**src/rtl/button_event_pkg.sv**
```systemverilog
// rtl/button_event_pkg.sv - shared state encoding, event record and board timing defaults
package button_event_pkg;

  // Defaults for the 50 MHz board clock; the debounce instances use the same values.
  localparam int CLK_HZ                = 50_000_000;
  localparam int LONG_CYCLES_DEFAULT   = CLK_HZ;
  localparam int REPEAT_CYCLES_DEFAULT = CLK_HZ / 5;
  localparam int CNT_W_DEFAULT         = 32;

  typedef enum logic [1:0] {
    ST_IDLE      = 2'd0,
    ST_PRESSED   = 2'd1,
    ST_LONG_HELD = 2'd2
  } state_t;

  typedef struct packed {
    logic held;
    logic press_pulse;
    logic release_pulse;
    logic short_press;
    logic long_press;
    logic repeat_pulse;
  } event_t;

  localparam event_t EVENT_NONE = '0;

endpackage

```
**src/rtl/button_event_if.sv**
```systemverilog
// rtl/button_event_if.sv - debounced level in, one-cycle button events out
interface button_event_if;
  import button_event_pkg::*;

  logic level;
  logic held;
  logic press_pulse;
  logic release_pulse;
  logic short_press;
  logic long_press;
  logic repeat_pulse;

  // master: debouncer / control side; slave: the event generator itself
  modport master (
    output level,
    input  held,
    input  press_pulse,
    input  release_pulse,
    input  short_press,
    input  long_press,
    input  repeat_pulse
  );

  modport slave (
    input  level,
    output held,
    output press_pulse,
    output release_pulse,
    output short_press,
    output long_press,
    output repeat_pulse
  );

endinterface

```
**src/rtl/button_event.sv**
```systemverilog
// rtl/button_event.sv - press/release/short/long/repeat event generator for one button
module button_event
  import button_event_pkg::*;
#(
  parameter int LONG_CYCLES   = LONG_CYCLES_DEFAULT,
  parameter int REPEAT_CYCLES = REPEAT_CYCLES_DEFAULT,
  parameter int CNT_W         = CNT_W_DEFAULT
) (
  input  logic          clk,
  input  logic          reset,
  button_event_if.slave bus
);

  localparam logic [CNT_W-1:0] LONG_LAST   = CNT_W'(LONG_CYCLES - 1);
  localparam bit               REPEAT_EN   = (REPEAT_CYCLES != 0);
  localparam logic [CNT_W-1:0] REPEAT_LAST = REPEAT_EN ? CNT_W'(REPEAT_CYCLES - 1) : '0;

  state_t           state, state_n;
  logic [CNT_W-1:0] cnt, cnt_n;
  event_t           ev_q, ev_n;

  always_ff @(posedge clk or posedge reset) begin
    if (reset) begin
      state <= ST_IDLE;
      cnt   <= '0;
      ev_q  <= EVENT_NONE;
    end else begin
      state <= state_n;
      cnt   <= cnt_n;
      ev_q  <= ev_n;
    end
  end

  // Release is tested before either threshold so it wins on a coincident edge.
  always_comb begin
    state_n = state;
    cnt_n   = cnt;
    ev_n    = EVENT_NONE;
    case (state)
      ST_IDLE: begin
        if (bus.level) begin
          state_n          = ST_PRESSED;
          cnt_n            = '0;
          ev_n.press_pulse = 1'b1;
          ev_n.held        = 1'b1;
        end
      end
      ST_PRESSED: begin
        ev_n.held = 1'b1;
        if (!bus.level) begin
          state_n            = ST_IDLE;
          ev_n.held          = 1'b0;
          ev_n.release_pulse = 1'b1;
          ev_n.short_press   = 1'b1;
        end else if (cnt == LONG_LAST) begin
          state_n         = ST_LONG_HELD;
          cnt_n           = '0;
          ev_n.long_press = 1'b1;
        end else begin
          cnt_n = cnt + CNT_W'(1);
        end
      end
      ST_LONG_HELD: begin
        ev_n.held = 1'b1;
        if (!bus.level) begin
          state_n            = ST_IDLE;
          ev_n.held          = 1'b0;
          ev_n.release_pulse = 1'b1;
        end else if (REPEAT_EN) begin
          if (cnt == REPEAT_LAST) begin
            cnt_n             = '0;
            ev_n.repeat_pulse = 1'b1;
          end else begin
            cnt_n = cnt + CNT_W'(1);
          end
        end
      end
      default: begin
        state_n = ST_IDLE;
        cnt_n   = '0;
      end
    endcase
  end

  assign bus.held          = ev_q.held;
  assign bus.press_pulse   = ev_q.press_pulse;
  assign bus.release_pulse = ev_q.release_pulse;
  assign bus.short_press   = ev_q.short_press;
  assign bus.long_press    = ev_q.long_press;
  assign bus.repeat_pulse  = ev_q.repeat_pulse;

endmodule

```
**src/flat_wrapper.sv**
```systemverilog
// flat-port wrapper written by rule: the top's interface ports become plain ports
module button_event_flat import button_event_pkg::*;
#(
  parameter int LONG_CYCLES   = LONG_CYCLES_DEFAULT,
  parameter int REPEAT_CYCLES = REPEAT_CYCLES_DEFAULT,
  parameter int CNT_W         = CNT_W_DEFAULT
)
  (clk, reset, bus_level, bus_held, bus_press_pulse, bus_release_pulse, bus_short_press, bus_long_press, bus_repeat_pulse);
  button_event_if bus_i ();
  input  logic clk;
  input  logic reset;
  input wire logic [$bits(bus_i.level)-1:0] bus_level;
  output wire logic [$bits(bus_i.held)-1:0] bus_held;
  output wire logic [$bits(bus_i.press_pulse)-1:0] bus_press_pulse;
  output wire logic [$bits(bus_i.release_pulse)-1:0] bus_release_pulse;
  output wire logic [$bits(bus_i.short_press)-1:0] bus_short_press;
  output wire logic [$bits(bus_i.long_press)-1:0] bus_long_press;
  output wire logic [$bits(bus_i.repeat_pulse)-1:0] bus_repeat_pulse;
  assign bus_i.level = bus_level;
  assign bus_held = bus_i.held;
  assign bus_press_pulse = bus_i.press_pulse;
  assign bus_release_pulse = bus_i.release_pulse;
  assign bus_short_press = bus_i.short_press;
  assign bus_long_press = bus_i.long_press;
  assign bus_repeat_pulse = bus_i.repeat_pulse;
  button_event #(.LONG_CYCLES(LONG_CYCLES), .REPEAT_CYCLES(REPEAT_CYCLES), .CNT_W(CNT_W)) u_core (.clk(clk), .reset(reset), .bus(bus_i));
endmodule
```
**config.mk**
```make
export PLATFORM = sky130hd
export DESIGN_NAME = button_event_flat
export DESIGN_NICKNAME = d
export VERILOG_FILES = /design/src/rtl/button_event_pkg.sv /design/src/rtl/button_event_if.sv /design/src/rtl/button_event.sv /design/src/flat_wrapper.sv
export SDC_FILE = /design/constraint.sdc
export NUM_CORES = 1
export LEC_CHECK = 0
export ABC_AREA = 1
export CAP_MARGIN = 20
export CORE_ASPECT_RATIO = 1.2
export CORE_MARGIN = 2
export CORE_UTILIZATION = 60
export CTS_CLUSTER_SIZE = 25
export DETAILED_ROUTE_END_ITERATION = 8
export HOLD_SLACK_MARGIN = 0.12
export PLACE_DENSITY = 0.78
export SYNTH_ARGS = -nofsm -noshare
export SYNTH_HDL_FRONTEND = slang
export SYNTH_SLANG_ARGS = --single-unit
```
**constraint.sdc**
```tcl
create_clock -name clk -period 4.79 [get_ports clk]
set_input_delay 0.479 -clock clk [delete_from_list [all_inputs] [get_ports clk]]
set_output_delay 0.479 -clock clk [all_outputs]
set_load 0.03 [all_outputs]
```
; Yosys cells after proc, flatten, opt, wreduce, memory -nomap -nowiden
; Index checks and enable logic that the tools add are counted.
[op_classes]
reduce_logical = 4
mux = 24
n_eq_ne = 9
n_addsub = 1
[ops]
columns = operator, count
row1 = 2-to-1 mux 32 bit, 5
row2 = case mux 32 bit (3 select lines), 1
row3 = "adder 32 x 1 -> 32 bit, second input constant", 1
row4 = "equality test 32 x 24 -> 1 bit, second input constant", 1
row5 = "equality test 32 x 26 -> 1 bit, second input constant", 1
row6 = 2-to-1 mux 2 bit, 7
row7 = 2-to-1 mux 1 bit, 8
row8 = "inequality test 2 bit, second input constant", 4
row9 = case mux 2 bit (3 select lines), 1
row10 = AND reduction 3 bit, 2
row11 = case mux 1 bit (2 select lines), 2
row12 = "inequality test 3 x 2 -> 1 bit, second input constant", 1
row13 = "equality test 2 x 1 -> 1 bit, second input constant", 1
row14 = "equality test 2 bit, second input constant", 1
row15 = logical NOT 2 bit, 1
row16 = OR reduction 2 bit, 1
[totals]
regBits = 40
wordCells = 46
input_bits = 3
output_inout_bits = 6

; Logic depth before layout (Yosys ltp)
[depth]
depth_word = 4
depth_mapped = 12
ltp_nobuf = 10

; Worst setup path after synthesis
; No wires, ideal clock.
[synth_path]
kind = flip-flop to flip-flop
start = register u_core.state[1]
end = register u_core.cnt[11]
path_buffers = 2
path_stages_with_launch = 9
period_less_slack_ns = 1.713
arrival_ns = 1.583
t_required_ns = 4.660
slack_ns = 3.077
setup_ns = 0.130
path_cell_list = dfrtp_1 > inv_1 > ha_1 > o21ai_2 > nand2_4 > inv_1 > buf_6 > buf_2 > a21oi_2
[synth_via]
elab_chain_len = 3
elab_cells_between_ends = 8
classes_between = eq/ne: 5 / mux: 1 / reduce/logical: 2
[synth_rtl]
columns = item, line_no
row1 = from (decl), button_event.sv:18  ; state_t state, state_n;
row2 = from (signal assigned), button_event.sv:28  ; state <= state_n;
row3 = "equality test 2 bit, or another cell as far along", button_event.sv:39  ; case (state)
row4 = inequality test 2 bit (no line), -
row5 = AND reduction 3 bit (no line), -
row6 = to (signal assigned), button_event.sv:29  ; cnt <= cnt_n;
row7 = to (decl), button_event.sv:19  ; logic [CNT_W-1:0] cnt, cnt_n;
; Parallel ways exist; a longest one is shown, timed or not.
; A chain may end at the register's enable or synchronous reset.

; Worst setup path after layout
[layout_path]
start = register u_core.state[1]
end = register u_core.cnt[14]
; Same word-level chain as after synthesis.

==> summary by stage <==
Outcome
The flow ran to the end, and the final reports show no timing, DRC or antenna violations.

Drt
For this run, design rule violations remaining after detail routing come to 0. In the final routed layout, each cell accounts on average for 13.4 um. The DRC violation total after the first TritonRoute iteration is 201.

The routed design has 5.61 mm of wire. The number of optimization iterations in the first detailed-route pass is 5. The via count is 2257. In this run the remaining antenna-violating nets after routing total 0. After detailed routing, the number of vias per cell comes to 5.40.

Synthesis
The number of different library cells used by synthesis comes to 34. The register bit total from synthesis is 40. The Yosys warning count is 0. Summing the areas of all fa, ha and maj instances in the mapped netlist gives 2.41% of the synthesized area. Counting every instance in the synthesized netlist gives 350.

The synthesized netlist devotes 9.53% of its cell area to compound gates. Summing the areas of all xor and xnor instances in the mapped netlist gives 5.73% of the synthesized area. The share of the Yosys chip area taken by registers is 38.5%. After synthesis, the share of cell area in mux cells is 0%. The post-synth design cell area is 2600 um^2. The combinational family with the most area after synthesis is simple AND/OR/NAND/NOR gates. Averaged over all synthesized cells, the footprint is 7.42 um^2. Counting every net in the synthesized netlist gives 358. The share of synthesized cell area in and, or, nand and nor gates is 35.9%.

Setup path
The worst setup path is captured at a register. STA puts the critical path data required time at 4.94 ns. The data arrival time of the critical path is 2.32 ns. The critical path is of the register to register type. The worst setup path is launched from a register. In this run the worst path has a maximum fanout of 24.

Timing
The final critical path takes up 45.3% of the cycle. Between clock sinks in the finished design, the worst skew comes to 0.00433 ns. The worst setup margin is 2.62 ns.

Setup violations remaining at the end of the flow were counted as 0. In the final timing run, aggregate negative setup slack is 0 ns. The transition time at the pin with the least slew margin is 0.647 ns. The total count of max-transition violations in the final report is 0. Measured against its own limit, the worst slew margin works out to 56.7%. The worst path needs 2.17 ns of the cycle, external delays included. The hold violation total from the final report is 0.

Based on the critical path, the design can be clocked at up to 0.460 GHz. Setup repair after global routing left no endpoint under its margin.

Finish
The final-stage net count is 369. The finished layout holds 418 standard cells, fillers aside. Of the cells placed in the final design, the portion with a size suffix greater than 1 is 11.3%. The final antenna diode count is 0.

The count of fill cells added during filler insertion is 356. Relative to the synthesized area, the layout overhead comes to 8.47%.

Hold path
The path class of the lowest-slack min-delay path is register to register.

Floorplanning
From bottom edge to top edge, the die measures 76.1 um. The boundary pin count is 9. Measured along the x axis, the die boundary spans 64.1 um. The core area is 4200 um^2. Once the floorplan was initialized, standard cells occupied 61.9% of the core. The number of rows created at floorplan is 26. The die footprint is 4880 um^2.

Global route
Entering global routing, the biggest net connects 41 pins. The via count of the first global-routing pass is 2172. The global-route wire length before repair is 9.78 mm. The number of antenna violations at the first check in global routing came to 0.

The total global routing track utilization is 25.3%. The remaining global-route overflow is 0.

Clocking
TritonCTS created 5 clock buffers. Clock latency on the worst-skew pair, taken at its later pin, is 0.29 ns. The maximum number of buffers from clock root to sink is 2. The quantity of gates resized following cts is 0. The number of clock sinks is 40. The number of hold buffers added after CTS was 0. The clock-pin slew reported for the worst setup and hold paths after clock tree synthesis is 0.07 ns.

The level count of the clock H-tree is 2. TritonCTS built the clock tree. The buffers inserted during post-CTS setup optimization is 0.

The master cell of the clock root buffer is clkbuf_8.

Placement
The number of placed instances, taps included, is 409. The pre-CTS worst setup slack is 1.89 ns. Input and output buffers added on the ports amount to 8.

Routability-driven placement finished with a final weighted congestion of 0.919. Once detailed placement completed, the half-perimeter wirelength came to 4.26 mm.

Power and ir drop
The largest vdd supply drop is 0.217 mV. For this design the ratio of total power to cell area is 346 nW/um^2. The total design power is 0.975 mW. The leakage component of the power is 1.18 nW.

Flow run
Max-cap violations in this run came to 0.
## report_power, final
part	internal (mW)	switching, mW	total [mW]
Clock	0.117	0.110	0.227
Sequential	0.360	0.0157	0.376
Combinational	0.107	0.265	0.372
## final timing paths
path                                      start        endpoint  slack [ns]  depth (start not counted)
worst max-delay path            u_core.state[1]  u_core.cnt[14]        2.62                          8
worst min-delay path              u_core.cnt[1]   u_core.cnt[1]        0.52                          2
worst max register to register  u_core.state[1]  u_core.cnt[14]        2.62                          8
worst min register to register    u_core.cnt[1]   u_core.cnt[1]        0.52                          2
max in group asynchronous                 reset  u_core.cnt[27]        3.84                          3
min in group asynchronous                 reset  u_core.cnt[11]        0.61                          3
## metal layers
metal	part of all wire, %	wire [um]	global-route usage [%]	vias to the layer above
met3	4.3	243	4.87	14
met4	2.3	131	8.26	0
met5	0	0	0	-
li1	-	-	-	1137
met1	41	2310	30.9	1043
met2	52	2920	44.1	63
## synthesized netlist by cell type
master / n / area (um^2)
nand2_1: 100 / 375
nor2_1: 45 / 169
dfrtp_1: 40 / 1000
inv_1: 37 / 139
nand3_1: 21 / 105
a21oi_1: 18 / 90.1
xor2_1: 15 / 131
nand4_1: 11 / 68.8
a21oi_2: 10 / 87.6
nand2_2: 6 / 37.5
ha_1: 5 / 62.6
buf_2: 4 / 20.0
nor2_4: 4 / 45.0
nor3_1: 4 / 20.0
o21ai_1: 4 / 20.0
buf_6: 2 / 22.5
nand3_2: 2 / 20.0
nor2_2: 2 / 12.5
nor3_2: 2 / 20.0
nor3b_1: 2 / 15.0
o21ai_0: 2 / 10.0
xnor2_1: 2 / 17.5
a21boi_0: 1 / 7.51
a31o_2: 1 / 8.76
and2_1: 1 / 6.26
and2_4: 1 / 8.76
buf_12: 1 / 20.0
inv_2: 1 / 3.75
nand2_4: 1 / 11.3
nand3b_1: 1 / 7.51
nand3b_2: 1 / 11.3
o21ai_2: 1 / 8.76
o21bai_1: 1 / 7.51
o31ai_1: 1 / 7.51
## per-stage QoR
step	util, %	area (um^2)	hold slack, ns
after global routing	67.2	2820	0.535
after global placement	64.4	2700	0.504
after floorplan	-	2600	0.471
final	67.2	2820	0.524
after CTS	66.5	2790	0.520
after detailed placement	64.4	2700	0.500
## cells in the final DEF (no fill, tap or decap), types with 2 or more instances in the layout
| master | instances |
|---|---|
| nand3_1 | 21 |
| a21oi_2 | 10 |
| ha_1 | 5 |
| o21ai_0 | 2 |
| o21ai_1 | 4 |
| nand3_2 | 2 |
| nor2_2 | 2 |
| nor3_2 | 2 |
| clkdlybuf4s50_1 | 8 |
| nor2_1 | 45 |
| nor3b_1 | 2 |
| nand2_1 | 100 |
| nand4_1 | 11 |
| buf_4 | 2 |
| nor3_1 | 4 |
| inv_1 | 37 |
| clkbuf_1 | 2 |
| dfrtp_1 | 40 |
| a21oi_1 | 18 |
| nand2_2 | 6 |
| clkbuf_8 | 6 |
| xor2_1 | 15 |
| xnor2_1 | 2 |
| nor2_4 | 4 |
## final cells by class
type	count	area [um^2]	share of cell area [%]
clock buffers	8	90.1	3.20
inverters	38	143	5.06
multi-input cells	265	1390	49.4
flip-flops and latches	40	1000	35.5
well taps	56	70.1	2.49
repair buffers	11	123	4.35
## sequential cells by signal (all words and copies together), names as in the netlist
signal	cells
u_core.cnt	32
u_core.bus.long_press	1
u_core.bus.short_press	1
u_core.bus.release_pulse	1
u_core.bus.repeat_pulse	1
u_core.bus.press_pulse	1
u_core.state	2
u_core.bus.held	1
## cells by family (layout without fill, tap and decap cells)
family | after synthesis | count (layout)
xor+xnor | 17 | 17
simple gates | 204 | 204
flops | 40 | 40
fa+ha+maj | 5 | 5
compound gates | 39 | 39
buf+inv | 45 | 57
## worst max-delay path, stage by stage (launching register included)
cell	delay [ns]
dfrtp_1	0.39
inv_1	0.09
ha_1	0.26
o21ai_2	0.22
nand2_4	0.14
inv_1	0.42
buf_16	0.22
buf_4	0.19
a21oi_1	0.08
No activity file was read; power rests on OpenSTA's default activity.
==> edit 1: new RTL, config.mk and constraints unchanged <==
Change the package constant `CNT_W_DEFAULT` from 32 to 36.
--- a/src/rtl/button_event_pkg.sv
+++ b/src/rtl/button_event_pkg.sv
@@ -5,7 +5,7 @@
   localparam int CLK_HZ                = 50_000_000;
   localparam int LONG_CYCLES_DEFAULT   = CLK_HZ;
   localparam int REPEAT_CYCLES_DEFAULT = CLK_HZ / 5;
-  localparam int CNT_W_DEFAULT         = 32;
+  localparam int CNT_W_DEFAULT         = 36;
 
   typedef enum logic [1:0] {
     ST_IDLE      = 2'd0,
Formal check against the unedited RTL: no difference found for any inputs over 10 cycles, from zero or initial values and one cycle with reset high; that may be too few to reach the edited logic, so the function may still have changed.
==> edit 1 against the original RTL <==
- synthesized cell count grew 32%
- sequential power grew 9.6%
- design area grew 20%
- routed wire length grew 28%
- cell count grew 27%
- total power grew 10%
- largest cell class unchanged
- critical path type unchanged
- setup slack lost 0.18 ns
- fmax shrank 7.7%
- sequential cell count grew 4
- critical endpoint is now u_core.cnt[9]$_DFFE_PP0P_
- area after synthesis grew 24%
- worst hold slack lost 0.0024 ns
- count of clock-buffer cells in the layout shrank 2
- via count grew 25%
==> edit 1: results (changes against the original RTL) <==
Final GP Congestion=0.962 (+4.7%); DRT Pass-1 Iters=5 (unchanged); first-pass GRT wire length=12.6 mm (+29%); share of cells above drive strength 1=12.8% (+1.5 points); Post-Syn Nets=469 (+31%); clk slew on worst S/H paths=0.10 ns (+0.03 ns); later-pin clock latency in the skew report=0.31 ns (+0.02 ns); Seq/Total Area, Yosys=34.3% (-4.2 points); fin nets=475 (+29%); Critical Path AT=2.59 ns (+0.27 ns); FFs w/ async S/R, synth=100% (unchanged); Setup Buffers After CTS=0 (unchanged); CTS root buffer=clkbuf_8; met3 Usage GRT=3.96% (-0.91 points); largest net degree at the start of global routing=45 (+9.8%); wire length on met3=217 µm (-11%); Met1 Wirelength=3.10 mm (+34%); Power Dens Cells=316 mW/mm² (-8.5%); Synth cell types=28 (-18%); Longest Clk Path Bufs=2 (unchanged); Iter 0 DRT Violations=159 (-21%); Detail Placement HPWL=5.15 mm (+21%); top post-synthesis cells by count=nand2_1, nor2_1, dfrtp_1, inv_1, nand3_1; Worst Path Max Fanout=36 (+50%); Total GRT Usage=26.2% (+0.94 points); antenna violations before repair=0 (unchanged); top cells by area, synth=dfrtp_1, nand2_1, nor2_1; Final Non-Filler Cells=530 (+27%); peak supply drop=0.000218 V (+0.48%); met2 WL post-DR=3.67 mm (+25%); Hold WC Path Type=register to register; Max Used Layer=met4; clock skew=0.0136 ns (+0.00925 ns); total CTS buffers=5 (unchanged); port bufs=8 (unchanged); CTS resizes=0 (unchanged); Ys Warns=0 (unchanged); pre-CTS setup slack=2.29 ns (+0.398 ns); DP Area=0.00330 mm² (+22%); Wirelength per Cell=13.6 µm (+1.3%); status=finished, final reports clean; P_leak=1.54 nW (+30%); ANT cells=0 (unchanged); H-tree Lvls=2 (unchanged); via count=2831 (+25%); met1 usage=31.5% (+0.62 points); fill cell count=473 (+33%); Top Registers=u_core.cnt x36, u_core.state x2; total placed cells including tap cells=522 (+28%); synthesized netlist cell count=461 (+32%); worst relative slew slack=40.1% (-17 points); number of global-route vias before repair=2854 (+31%); met2 global-route usage=46.1% (+2.1 points)
## edit 1: cell type report
type	count	share of cell area, %
Sequential cell	44	32.4
Inverter	47	5.20
Timing Repair Buffer	8	2.36
Multi-Input combinational cell	361	54.8
Tap cell	62	2.29
Clock buffer	6	2.43
Clock inverter	2	0.442
## edit 1: path summary, 6_finish.rpt
kind / start / end / slack, ns / depth (start not counted)
worst max register to register: u_core.state[1]$_DFFE_PP0P_ / u_core.cnt[9]$_DFFE_PP0P_ / 2.44 / 7
worst min register to register: u_core.cnt[35]$_DFFE_PP0P_ / u_core.cnt[35]$_DFFE_PP0P_ / 0.52 / 2
worst max-delay path: u_core.state[1]$_DFFE_PP0P_ / u_core.cnt[9]$_DFFE_PP0P_ / 2.44 / 7
min in group asynchronous: reset / u_core.cnt[8]$_DFFE_PP0P_ / 0.68 / 2
worst min-delay path: u_core.cnt[35]$_DFFE_PP0P_ / u_core.cnt[35]$_DFFE_PP0P_ / 0.52 / 2
max in group asynchronous: reset / u_core.cnt[1]$_DFFE_PP0P_ / 3.54 / 2
## edit 1: cell families after synthesis
group                      synth area share [%]
adders and majority gates                  1.95
buffers and inverters                      7.83
xor gates and xnor gates                   5.45
and+or+nand+nor                            48.2
AOI/OAI and AO/OA                          2.34
DFF                                        34.3
## edit 1: critical path, cell delays in order (launching register included)
cell and delay, ns:
dfrtp_1 0.41, inv_1 0.08, ha_1 0.29, o31ai_4 0.36
inv_2 0.35, nor2_8 0.53, nand3b_1 0.14, nand2_1 0.08
## edit 1: where the power goes
group | internal [mW] | total [mW] | switching, mW
Combinational | 0.0897 | 0.407 | 0.318
Sequential | 0.393 | 0.412 | 0.0182
Clock | 0.117 | 0.255 | 0.138
==> edit 2: new RTL, same settings <==
Without the edit above. Re-encode `state_t` (3 states) as one-hot, 3 bits wide.
--- a/src/rtl/button_event_pkg.sv
+++ b/src/rtl/button_event_pkg.sv
@@ -7,10 +7,10 @@
   localparam int REPEAT_CYCLES_DEFAULT = CLK_HZ / 5;
   localparam int CNT_W_DEFAULT         = 32;
 
-  typedef enum logic [1:0] {
-    ST_IDLE      = 2'd0,
-    ST_PRESSED   = 2'd1,
-    ST_LONG_HELD = 2'd2
+  typedef enum logic [2:0] {
+    ST_IDLE      = 3'b001,
+    ST_PRESSED   = 3'b010,
+    ST_LONG_HELD = 3'b100
   } state_t;
 
   typedef struct packed {
Formal check against the unedited RTL: no difference found for any inputs over 10 cycles, from zero or initial values and one cycle with reset high; not proved beyond that.
==> edit 2 against the original RTL <==
- area after synthesis grew 4.8%
- count of clock-buffer cells in the layout down 1
- design area is 4.7% higher
- fmax up 11%
- routed wire length is 9.8% higher
- global-route usage up 2.2 points
- via count rose by 12%
- sequential cell count rose by 1
- setup slack better by 0.22 ns
- die area is 4.5% higher
Power is not compared: it rests on default switching activity, and its combinational part moved more than twofold at a synthesized area within 25%.
==> edit 2: results (changes against the original RTL) <==
Final GP Congestion=1.04 (+14%); Synth cell types=30 (-12%); Worst Path Max Fanout=44 (+83%); DRT Pass-1 Iters=4 (-1); pre-CTS setup slack=2.61 ns (+0.716 ns); Iter 0 DRT Violations=205 (+2.0%); Post-Syn Nets=425 (+19%); Syn Area/Cell=6.47 µm² (-13%); largest net degree at the start of global routing=45 (+9.8%); Total GRT Usage=27.4% (+2.2 points); Slowest-stage cell, CP=dfstp_2; Detail Placement HPWL=4.70 mm (+10%); via count=2535 (+12%); Worst Setup SP=u_core.state[0]$_DFFE_PP1P_; number of global-route vias before repair=2381 (+9.6%); reg2reg setup slack=2.84 ns (+0.22 ns); Hold WC Path Type=register to register; clock skew=0.00294 ns (-0.00139 ns); Seq/Total Area, Yosys=37.7% (-0.79 points); first-pass GRT wire length=10.8 mm (+10%); Critical Path AT=2.17 ns (-0.15 ns); crit path to=u_core.cnt[11]$_DFFE_PP0P_; crit-path leading delay family=simple AND/OR/NAND/NOR gates; DP Area=0.00284 mm² (+5.0%); vias per inst=5.19 (-3.8%); Worst-Margin Slew=0.499 ns (-0.147 ns); status=finished, final reports clean; Wirelength per Cell=12.6 µm (-6.0%); fin nets=435 (+18%); share of cells above drive strength 1=6.71% (-4.6 points)
[edit 2: cell types whose count changed after synthesis, moves of 10 or more]
cell     change
a21oi_1     -16
a21oi_2     -10
inv_1       +34
nand2_1     +39
nand3_1     +14
nor2_1      +23
[edit 2: power breakdown]
group          leakage [nW]  total [mW]  switching (mW)  internal, mW
clock network        0.0585       0.288           0.118         0.170
logic                 0.931      0.0859          0.0665        0.0193
registers             0.565       0.358         0.00387         0.355
[edit 2: kinds of logic after synthesis]
family	synth area share [%]
buf+inv	11.9
xor+xnor	2.90
fa+ha+maj	0.459
compound gates	3.81
flops	37.7
simple gates	43.2
[edit 2: per-layer routing]
metal	share of wire [%]	track usage, %	vias to the layer above
met5	0	0	-
met4	3.0	12.1	0
met3	4.0	3.77	16
met2	49	46.7	56
met1	44	34.2	1150
li1	-	-	1313
[edit 2: layout make-up]
class	count	area, µm²
clock buffer	7	86.3
clock inverter	1	30.0
fill	405	1370
inverter	75	282
multi-input combinational	299	1370
sequential	41	1030
tap	56	70.1
timing repair buffer	9	87.6
